### src/rtl/xst_fifo.sv
// ----------------------------------------------------------------------------
// xst_fifo - frame-programmable synchronous serial transmitter with a transmit
// FIFO and a loop-capable receive shifter.
//
// Words written through txreg_we_i are queued in a DEPTH-entry FIFO. Each
// word is sent as one frame. When a frame loads, the block latches the frame
// length, the bit order and the baud divisor. Queued frames follow each other
// with no idle gap. A write into an empty FIFO while idle bypasses the queue
// and starts shifting on the next edge. The receive side samples rxd_i once
// per bit cell, in the middle of the cell. At the end of the frame it
// presents the assembled word.
//
// Ports
//   clk_i        sole clock, rising edge
//   reset_i      synchronous, active-high reset (flushes FIFO, drops frame)
//   dat_i        word to queue; bit 0 is sent first when LSB-first
//   txreg_we_i   write strobe, queues dat_i (dropped and ovf_o set if full)
//   bits_i       bits per frame, clamped to 1..WIDTH, latched at load
//   txbaud_i     bit cell length minus 1, latched at load
//   msb_first_i  bit order, latched at load
//   rxd_i        serial receive input
//   txd_o        serial data out, 1 when idle
//   txc_o        bit clock, high in the first half of each bit cell
//   idle_o       1 when no frame is shifting
//   brg_o        current baud down-counter
//   full_o       FIFO full
//   level_o      FIFO occupancy
//   ovf_o        sticky, a write was dropped
//   rxdat_o      last received frame, right-justified, upper bits 0
//   rxvalid_o    one-cycle pulse when rxdat_o updates
// ----------------------------------------------------------------------------
module xst_fifo #(
    parameter int WIDTH  = 64,
    parameter int DEPTH  = 4,
    parameter int BRG_W  = 16,
    parameter int BITS_W = 7,
    parameter int LVL_W  = 3
) (
    input  logic              clk_i,
    input  logic              reset_i,
    input  logic [WIDTH-1:0]  dat_i,
    input  logic              txreg_we_i,
    input  logic [BITS_W-1:0] bits_i,
    input  logic [BRG_W-1:0]  txbaud_i,
    input  logic              msb_first_i,
    input  logic              rxd_i,
    output logic              txd_o,
    output logic              txc_o,
    output logic              idle_o,
    output logic [BRG_W-1:0]  brg_o,
    output logic              full_o,
    output logic [LVL_W-1:0]  level_o,
    output logic              ovf_o,
    output logic [WIDTH-1:0]  rxdat_o,
    output logic              rxvalid_o
);

    localparam int IDX_W = (WIDTH > 1) ? $clog2(WIDTH) : 1;
    localparam int PTR_W = (DEPTH > 1) ? $clog2(DEPTH) : 1;
    localparam logic [BITS_W-1:0] WIDTH_B = BITS_W'(WIDTH);
    localparam logic [LVL_W-1:0]  DEPTH_L = LVL_W'(DEPTH);

    // FIFO state
    logic [WIDTH-1:0] fifo_mem [DEPTH];
    logic [PTR_W-1:0] rd_ptr;
    logic [PTR_W-1:0] wr_ptr;
    logic [LVL_W-1:0] level_q;
    logic             ovf_q;

    // Transmit state. The frame word is held still and bit_idx walks across
    // it, so the receive side can use the same index to place each sample.
    logic [WIDTH-1:0] tx_word;
    logic [IDX_W-1:0] bit_idx;
    logic [IDX_W-1:0] nbits_m1;
    logic [BRG_W-1:0] baud_q;
    logic [BRG_W-1:0] brg_q;
    logic             msb_q;
    logic             idle_q;
    logic             txd_q;

    // Receive state
    logic [WIDTH-1:0] rx_q;
    logic [WIDTH-1:0] rx_next;
    logic [WIDTH-1:0] rxdat_q;
    logic             rxvalid_q;

    // Control
    logic             empty;
    logic             full;
    logic             push_ok;
    logic             last_bit;
    logic             term;
    logic             load;
    logic             pop;
    logic             fifo_wr;
    logic             sample;
    logic [WIDTH-1:0] load_word;
    logic [IDX_W-1:0] nbits_m1_new;
    logic [IDX_W-1:0] first_idx;
    logic [IDX_W-1:0] next_idx;

    assign empty    = (level_q == '0);
    assign full     = (level_q == DEPTH_L);
    assign push_ok  = txreg_we_i & ~full;
    assign last_bit = msb_q ? (bit_idx == '0) : (bit_idx == nbits_m1);
    // Terminal cycle: the last bit cell has run out.
    assign term     = ~idle_q & (brg_q == '0) & last_bit;
    assign load     = (idle_q | term) & (~empty | push_ok);
    assign pop      = load & ~empty;
    // A write into an empty FIFO that loads in the same cycle goes straight
    // to the shifter and never occupies an entry.
    assign fifo_wr  = push_ok & ~(load & empty);
    assign load_word = empty ? dat_i : fifo_mem[rd_ptr];
    assign first_idx = msb_first_i ? nbits_m1_new : '0;
    assign next_idx  = msb_q ? (bit_idx - IDX_W'(1)) : (bit_idx + IDX_W'(1));
    assign sample    = ~idle_q & (brg_q == (baud_q >> 1));

    // NOTE: every variable assigned in always_comb gets a default first, so no
    // path can leave it holding its old value and infer a latch.
    always_comb begin
        nbits_m1_new = '0;
        if (bits_i == '0) begin
            nbits_m1_new = '0;
        end else if (bits_i > WIDTH_B) begin
            nbits_m1_new = IDX_W'(WIDTH - 1);
        end else begin
            nbits_m1_new = IDX_W'(bits_i - BITS_W'(1));
        end
    end

    // Current receive word including this cycle's sample. The terminal cycle
    // can also be the sample cycle when baud is 0 or 1, so rxdat_o takes
    // this value rather than rx_q.
    always_comb begin
        rx_next = rx_q;
        if (sample) begin
            rx_next[bit_idx] = rxd_i;
        end
    end

    // NOTE: the storage array is left out of reset. Flushing is done by
    // clearing the pointers and the level, and the entries are never read
    // before they are written.
    always_ff @(posedge clk_i) begin
        if (fifo_wr) begin
            fifo_mem[wr_ptr] <= dat_i;
        end
    end

    // NOTE: sequential state uses non-blocking assignments only, so every
    // block sees the pre-edge values regardless of evaluation order.
    always_ff @(posedge clk_i) begin
        if (reset_i) begin
            rd_ptr  <= '0;
            wr_ptr  <= '0;
            level_q <= '0;
            ovf_q   <= 1'b0;
        end else begin
            // Gated on full alone: a pop in the same cycle does not save the word.
            if (txreg_we_i && full) begin
                ovf_q <= 1'b1;
            end
            if (fifo_wr) begin
                wr_ptr <= wr_ptr + PTR_W'(1);
            end
            if (pop) begin
                rd_ptr <= rd_ptr + PTR_W'(1);
            end
            case ({fifo_wr, pop})
                2'b10:   level_q <= level_q + LVL_W'(1);
                2'b01:   level_q <= level_q - LVL_W'(1);
                default: level_q <= level_q;
            endcase
        end
    end

    // Transmit shifter and baud counter
    always_ff @(posedge clk_i) begin
        if (reset_i) begin
            tx_word  <= '0;
            bit_idx  <= '0;
            nbits_m1 <= '0;
            baud_q   <= '0;
            brg_q    <= '0;
            msb_q    <= 1'b0;
            idle_q   <= 1'b1;
            txd_q    <= 1'b1;
        end else if (load) begin
            tx_word  <= load_word;
            nbits_m1 <= nbits_m1_new;
            baud_q   <= txbaud_i;
            msb_q    <= msb_first_i;
            brg_q    <= txbaud_i;
            bit_idx  <= first_idx;
            txd_q    <= load_word[first_idx];
            idle_q   <= 1'b0;
        end else if (!idle_q) begin
            if (brg_q != '0) begin
                brg_q <= brg_q - BRG_W'(1);
            end else if (!last_bit) begin
                brg_q   <= baud_q;
                bit_idx <= next_idx;
                txd_q   <= tx_word[next_idx];
            end else begin
                idle_q <= 1'b1;
                txd_q  <= 1'b1;
            end
        end
    end

    // Receive shifter. It is cleared on every load so bits at and above
    // nbits read as zero.
    always_ff @(posedge clk_i) begin
        if (reset_i) begin
            rx_q      <= '0;
            rxdat_q   <= '0;
            rxvalid_q <= 1'b0;
        end else begin
            rx_q      <= load ? '0 : rx_next;
            rxvalid_q <= term;
            if (term) begin
                rxdat_q <= rx_next;
            end
        end
    end

    assign txd_o     = txd_q;
    assign txc_o     = ~idle_q & (brg_q >= (baud_q >> 1));
    assign idle_o    = idle_q;
    assign brg_o     = brg_q;
    assign full_o    = full;
    assign level_o   = level_q;
    assign ovf_o     = ovf_q;
    assign rxdat_o   = rxdat_q;
    assign rxvalid_o = rxvalid_q;

endmodule

### config.mk
export PLATFORM = sky130hd
export DESIGN_NAME = xst_fifo
export DESIGN_NICKNAME = d
export VERILOG_FILES = /design/src/rtl/xst_fifo.sv
export SDC_FILE = /design/constraint.sdc
export NUM_CORES = 1
export LEC_CHECK = 0
export ABC_AREA = 1
export CORE_MARGIN = 2
export CORE_UTILIZATION = 55
export CTS_BUF_LIST = sky130_fd_sc_hd__clkbuf_8
export DETAILED_ROUTE_END_ITERATION = 12
export PLACE_DENSITY = 0.76
export SLEW_MARGIN = 20
export SYNTH_ARGS = -nofsm -noshare
export SYNTH_HDL_FRONTEND = slang
export SYNTH_SLANG_ARGS = --single-unit
### constraint.sdc
create_clock -name clk_i -period 5.3 [get_ports clk_i]
set_input_delay 1.06 -clock clk_i [delete_from_list [all_inputs] [get_ports clk_i]]
set_output_delay 1.06 -clock clk_i [all_outputs]
set_load 0.03 [all_outputs]
## Word-level counts from Yosys, hierarchy flattened

Memory sizes are Yosys's and may differ from the RTL's. A register that Yosys moved wholly into a read port is not among the register bits.
Cells that the tools add are included.

- Memories: 1
- Output and inout port bits: 89
- Bits of input ports: 92
- Memory bits (writable): 256
- Logic and storage cells: 101
- Register bits after elaboration: 248

- Muxes and demuxes: 35
- Order comparisons: 6
- Eq/ne operators: 9
- Bitwise logic cells: 15
- Add/subtract/negate cells: 8
- Reductions and logical operators: 12

Memories:

| memory | words | bits a word | rd ports | clocked after memory_dff | write ports | RTL line | source |
|---|---|---|---|---|---|---|---|
| fifo_mem | 4 | 64 | 1 | 1 | 1 | 64 | `logic [WIDTH-1:0] fifo_mem [DEPTH];` |

Operator list:

| operator | number |
|---|---|
| two-way mux 64 bit | 2 |
| bitwise mux 64 bit | 1 |
| two-way mux 16 bit | 4 |
| two-way mux 6 bit | 8 |
| < comparator 6 x 7 -> 1 bit, second input constant | 3 |
| == test 16 x 15 -> 1 bit | 1 |
| >= comparator 16 x 15 -> 1 bit | 1 |
| logical NOT 16 bit | 1 |
| nonzero test 16 bit | 1 |
| subtractor 16 x 1 -> 16 bit, second input constant | 1 |
| two-way mux 1 bit | 14 |
| binary-select mux 1 bit (select 6 bit) | 2 |
| subtractor 6 x 1 -> 6 bit, second input constant | 2 |
| AND 1 bit | 9 |
| > comparator 7 bit, second input constant | 1 |
| logical NOT 7 bit | 1 |
| adder 6 x 1 -> 6 bit, second input constant | 1 |
| demux 1 bit (select 6 bit) | 1 |
| == test 6 bit | 1 |
| >= comparator 6 x 1 -> 1 bit, second input constant | 1 |
| logical NOT 6 bit | 1 |
| case mux 3 bit (2 select lines) | 1 |
| adder 2 x 1 -> 2 bit, second input constant | 2 |
| two-way mux 2 bit | 2 |
| 16 further kinds | 23 |

## Logic depth before layout (Yosys ltp)

- Depth in word-level cells: 10
- Depth in mapped cells: 18
- Gate-level depth less buffers: 17

## Least setup slack after synthesis

No wires, ideal clock.

- Path kind: reg2reg
- From: register brg_q[0], in the netlist brg_o[0]
- To: memory fifo_mem[0][0], enable pin
- Slack: 0.171 ns
- Library setup time: 0.486 ns
- Arrival: 4.643 ns
- Period minus slack after synthesis: 5.129 ns
- Stages on the path, launching flop included: 13
- Buffers on the path: 1
- Required time: 4.814 ns
- Cell sequence: dfxtp_1 inv_1 ha_1 inv_1 nor4_2 nand3_2 nor2_2 nand2_2 nand2_2 buf_4 a21boi_0 inv_1 nor2_1

- Longest elaborated chain between the ends: 10

Ends and longest elaborated chain:

| element | RTL line | source |
|---|---|---|
| start: declaration | 76 | `logic [BRG_W-1:0] brg_q;` |
| start signal: assignment | 193 | `brg_q <= txbaud_i;` |
| start signal: assignment | 199 | `brg_q <= brg_q - BRG_W'(1);` |
| start signal: assignment | 201 | `brg_q <= baud_q;` |
| logical NOT 16 bit | 107 | `assign term = ~idle_q & (brg_q == '0) & last_bit;` |
| AND 1 bit (2 in a row) | 107 |  |
| bitwise OR 1 bit | 108 | `assign load = (idle_q \| term) & (~empty \| push_ok);` |
| AND 1 bit | 108 |  |
| AND 1 bit | 112 | `assign fifo_wr = push_ok & ~(load & empty);` |
| inverter 1 bit | 112 |  |
| AND 1 bit | 112 |  |
| two-way mux 1 bit | 145 | `if (fifo_wr) begin` |
| two-way mux 1 bit (not written as such) | 146 | `fifo_mem[wr_ptr] <= dat_i;` |
| end: declaration | 64 |  |

No other way between the ends.

## Final worst setup path

- From: register brg_q[14], in the netlist brg_o[14]
- To: output txc_o

- Longest elaborated chain between the ends: 2

Ends and longest elaborated chain:

| element | RTL line | source |
|---|---|---|
| >= comparator 16 x 15 -> 1 bit | 228 | `assign txc_o = ~idle_q & (brg_q >= (baud_q >> 1));` |
| AND 1 bit | 228 |  |
| end: declaration | 48 | `output logic txc_o,` |

No other way between the ends.

==> key figures <==
Setup path
  • Worst reg2reg startpoint: bit_idx[1]
  • R2R depth: 16
  • RR Endpoint: level_o[2]
  • Max FO, Critical Path: 11
  • Reg2reg setup slack: 1.32 ns
  • WP data arrival: 3.15 ns
  • Startpoint class of the critical path: register
  • Nature of the critical path endpoint: primary output
  • CP required: 4.24 ns
  • Worst Setup SP: brg_o[14]
  • Critical path class: reg -> out

Final layout
  • Final net count: 2886
  • ANT cells: 0
  • Area Overhead vs Synth: 16.8%
  • Share of cells above drive strength 1: 6.63%
  • Reg area: 12700 um2
  • Area occupied by multi-input gates: 8430 um2
  • # fillers: 3257

Synthesis
  • Synth top area share: 34.2%
  • Post-Syn Instances: 2626
  • Avg Cell Area, Syn: 8.57 um2
  • Dominant cells by area after synthesis: edfxtp_1, dfxtp_1, nand2_1, o21ai_0, nor2_1
  • Warnings from Yosys: 0
  • Post-synthesis register bit count: 506
  • Top cells by count, synth: nand2_1, o21ai_0, nor2_1, edfxtp_1, dfxtp_1
  • Seq/Total Area, Yosys: 56.4%
  • Main synth FF type: edfxtp_1
  • Post-synth top area cell: edfxtp_1
  • Cell area after synthesis: 22500 um2
  • Synth Net Count: 2748
  • EDFF count, synth: 256
  • Asr flop ratio synth: 0%
  • Most common cell in the netlist: nand2_1
  • Yosys cell types: 41

Run
  • Max_cap viols: 0

CTS
  • CTS root buf: clkbuf_8
  • Cts hold-fix bufs: 0
  • Clock Tree Buf Depth: 3
  • Clk Latency, worst-skew pair: 0.64 ns
  • Post-cts resize count: 0
  • Num CTS Buffers: 82
  • Post-CTS setup buffers: 0
  • CTS clk-pin slew, worst paths: 0.07 ns
  • H-Tree Depth: 3
  • CTS tree: built
  • Clock sinks: 506

Pwr
  • VDD IR-drop max: 0.000328 V
  • Pwr dens: 520 nW/um2
  • Pint: 8.18 mW
  • Static Leak: 10.6 nW
  • Switching part of the total: 40.1%
  • Sequential fraction of design power: 37.8%
  • Sw power: 5.48 mW
  • Combinational share of power: 37.1%
  • Power share of the clock group: 25.1%
  • Overall power: 13.7 mW

STA
  • Headroom to the max-slew limit: 28.0%
  • Worst setup margin: 1.09 ns
  • Fmax: 237 MHz
  • # setup viols final: 0
  • Min cycle time layout: 4.21 ns
  • RSZ-0062 raised after global routing: no
  • Endpoints failing hold: 0
  • Clk_skew: 0.0276 ns
  • Hold Slack: 0.473 ns
  • Period utilization: 79.5%
  • Final Max Tran Viols: 0
  • Least-Margin Pin Slew: 1.08 ns
  • Setup TNS: 0 ns

Placed design
  • Port Buffer Count: 180
  • Setup WS pre-CTS: 1.19 ns
  • Post-DP HPWL: 36700 um
  • Placer Congestion: 0.928

GRT
  • Largest net degree at the start of global routing: 99
  • Global Route Usage Sum: 27.6%
  • First-pass GRT wire length: 92800 um
  • Initial antenna violation count: 1
  • Number of global-route vias before repair: 17800
  • GRT overflow: 0

Floorplanning
  • Site row count: 74
  • Die Wd: 206 um
  • IO Pins: 181
  • Initial Utilization: 55.3%
  • Core Area: 40600 um2
  • DIE HEIGHT: 206 um
  • Die area: 42500 um2

Detailed routing
  • # DRC: 0
  • Vias/cell: 5.58
  • Via count: 18800
  • Iteration-0 DRC Markers: 1925
  • DR pass1 iterations: 7
  • Post-DRT Antenna Nets: 0
  • Routed WL: 58700 um
  • Avg WL per Cell: 17.4 um

Worst hold path
  • Hold path startpoint: tx_word[36]
  • Worst hold path endpoint: tx_word[36]
  • WHS Path Cells: 2
  • Hold crit path type: reg -> reg

Run status
  • Outcome: completed
sequential cells by signal, summed over array words and instances, names as in the netlist, named ones only:
name,flops
fifo_mem,256
ovf_o,1
nbits_m1,6
tx_word,64
rx_q,64
txd_o,1
level_o,3
bit_idx,6
rxdat_o,64
msb_q,1
baud_q,16
rd_ptr,2
wr_ptr,2
idle_o,1
brg_o,16
rxvalid_o,1
worst max-delay path by stage:
stage,end,slack [ns],cells after the start
3_3_place_gp,txd_o,1.40,18
2_1_floorplan,fifo_mem[0][0],0.17,12
6_report,txc_o,1.09,9
3_5_place_dp,txd_o,1.19,18
5_1_grt,txc_o,0.91,10
4_1_cts,txc_o,1.06,9
metrics by stage:
stage / utilization, % / cell area [um2] / std cells
2_1_floorplan: - / 22500 / 2626
3_3_place_gp: 60.5 / 24600 / 3212
3_5_place_dp: 60.5 / 24600 / 3212
4_1_cts: 64.6 / 26300 / 3366
5_1_grt: 64.7 / 26300 / 3366
6_report: 64.7 / 26300 / 3366
per-layer routing:
metal / GRT usage, % / wire (um)
met1: 38.2 / 25100
met2: 43.2 / 26900
met3: 5.22 / 5020
met4: 10.6 / 1630
met5: 0 / 9
logic make-up (layout without fill, tap and decap cells):
kind of cell / after synthesis / count (layout) / synth area share, %
simple gates: 1112 / 1112 / 20.2
compound gates: 571 / 571 / 13.2
flops: 506 / 506 / 56.4
buf+inv: 357 / 565 / 6.27
mux: 32 / 32 / 1.43
fa+ha+maj: 30 / 30 / 1.74
xor+xnor: 18 / 18 / 0.701
power by group through the flow:
stage               clock (mW)  combinational [mW]  sequential [mW]
global route              3.66                5.64             5.22
global placement             0                4.84             5.21
finish                    3.43                5.06             5.16
detailed placement           0                4.96             5.23
floorplan                    0                3.35             5.23
CTS                       3.49                5.00             5.15
worst max-delay path, stage by stage, from the launching register on:
cell and delay (ns):
dfxtp_1 0.37, ha_1 0.31, inv_1 0.05, nor2_1 0.08, and3_1 0.16, nand2_1 0.07
inv_1 0.05, nand4_1 0.46, nand2_1 0.27, clkdlybuf4s50_1 0.70
placed cells by master, fill, tap and decap left out, drive strengths merged:
| master | netlist | final |
|---|---|---|
| a211oi | 9 | 9 |
| a21boi | 2 | 2 |
| a21o | 1 | 1 |
| a21oi | 152 | 152 |
| a31oi | 26 | 26 |
| and3 | 1 | 1 |
| buf | 60 | 26 |
| bufinv | 0 | 4 |
| clkbuf | 92 | 98 |
| clkdlybuf4s50 | 0 | 180 |
| clkinv | 4 | 18 |
| clkinvlp | 0 | 3 |
| dfxtp | 250 | 250 |
| edfxtp | 256 | 256 |
| fa | 2 | 2 |
| ha | 28 | 28 |
| inv | 201 | 236 |
| mux2 | 2 | 2 |
| mux2i | 30 | 30 |
| nand2 | 540 | 540 |
| nand3 | 191 | 191 |
| nand3b | 1 | 1 |
| nand4 | 5 | 5 |
| nor2 | 329 | 329 |
| nor3 | 19 | 19 |
| nor3b | 1 | 1 |
| nor4 | 4 | 4 |
| o211ai | 8 | 8 |
| o21a | 8 | 8 |
| o21ai | 362 | 362 |
| o221ai | 2 | 2 |
| o31ai | 1 | 1 |
| or2 | 21 | 21 |
| xnor2 | 6 | 6 |
| xor2 | 12 | 12 |
layout make-up:
cell class	count	area share, %
Clock inverter	56	1.35
Clock buffer	98	5.13
Timing Repair Buffer	206	7.65
Tap cell	532	2.53
Multi-Input combinational cell	1763	32.1
Inverter	205	2.94
Sequential cell	506	48.3
Power figures use the tool's default switching activity.
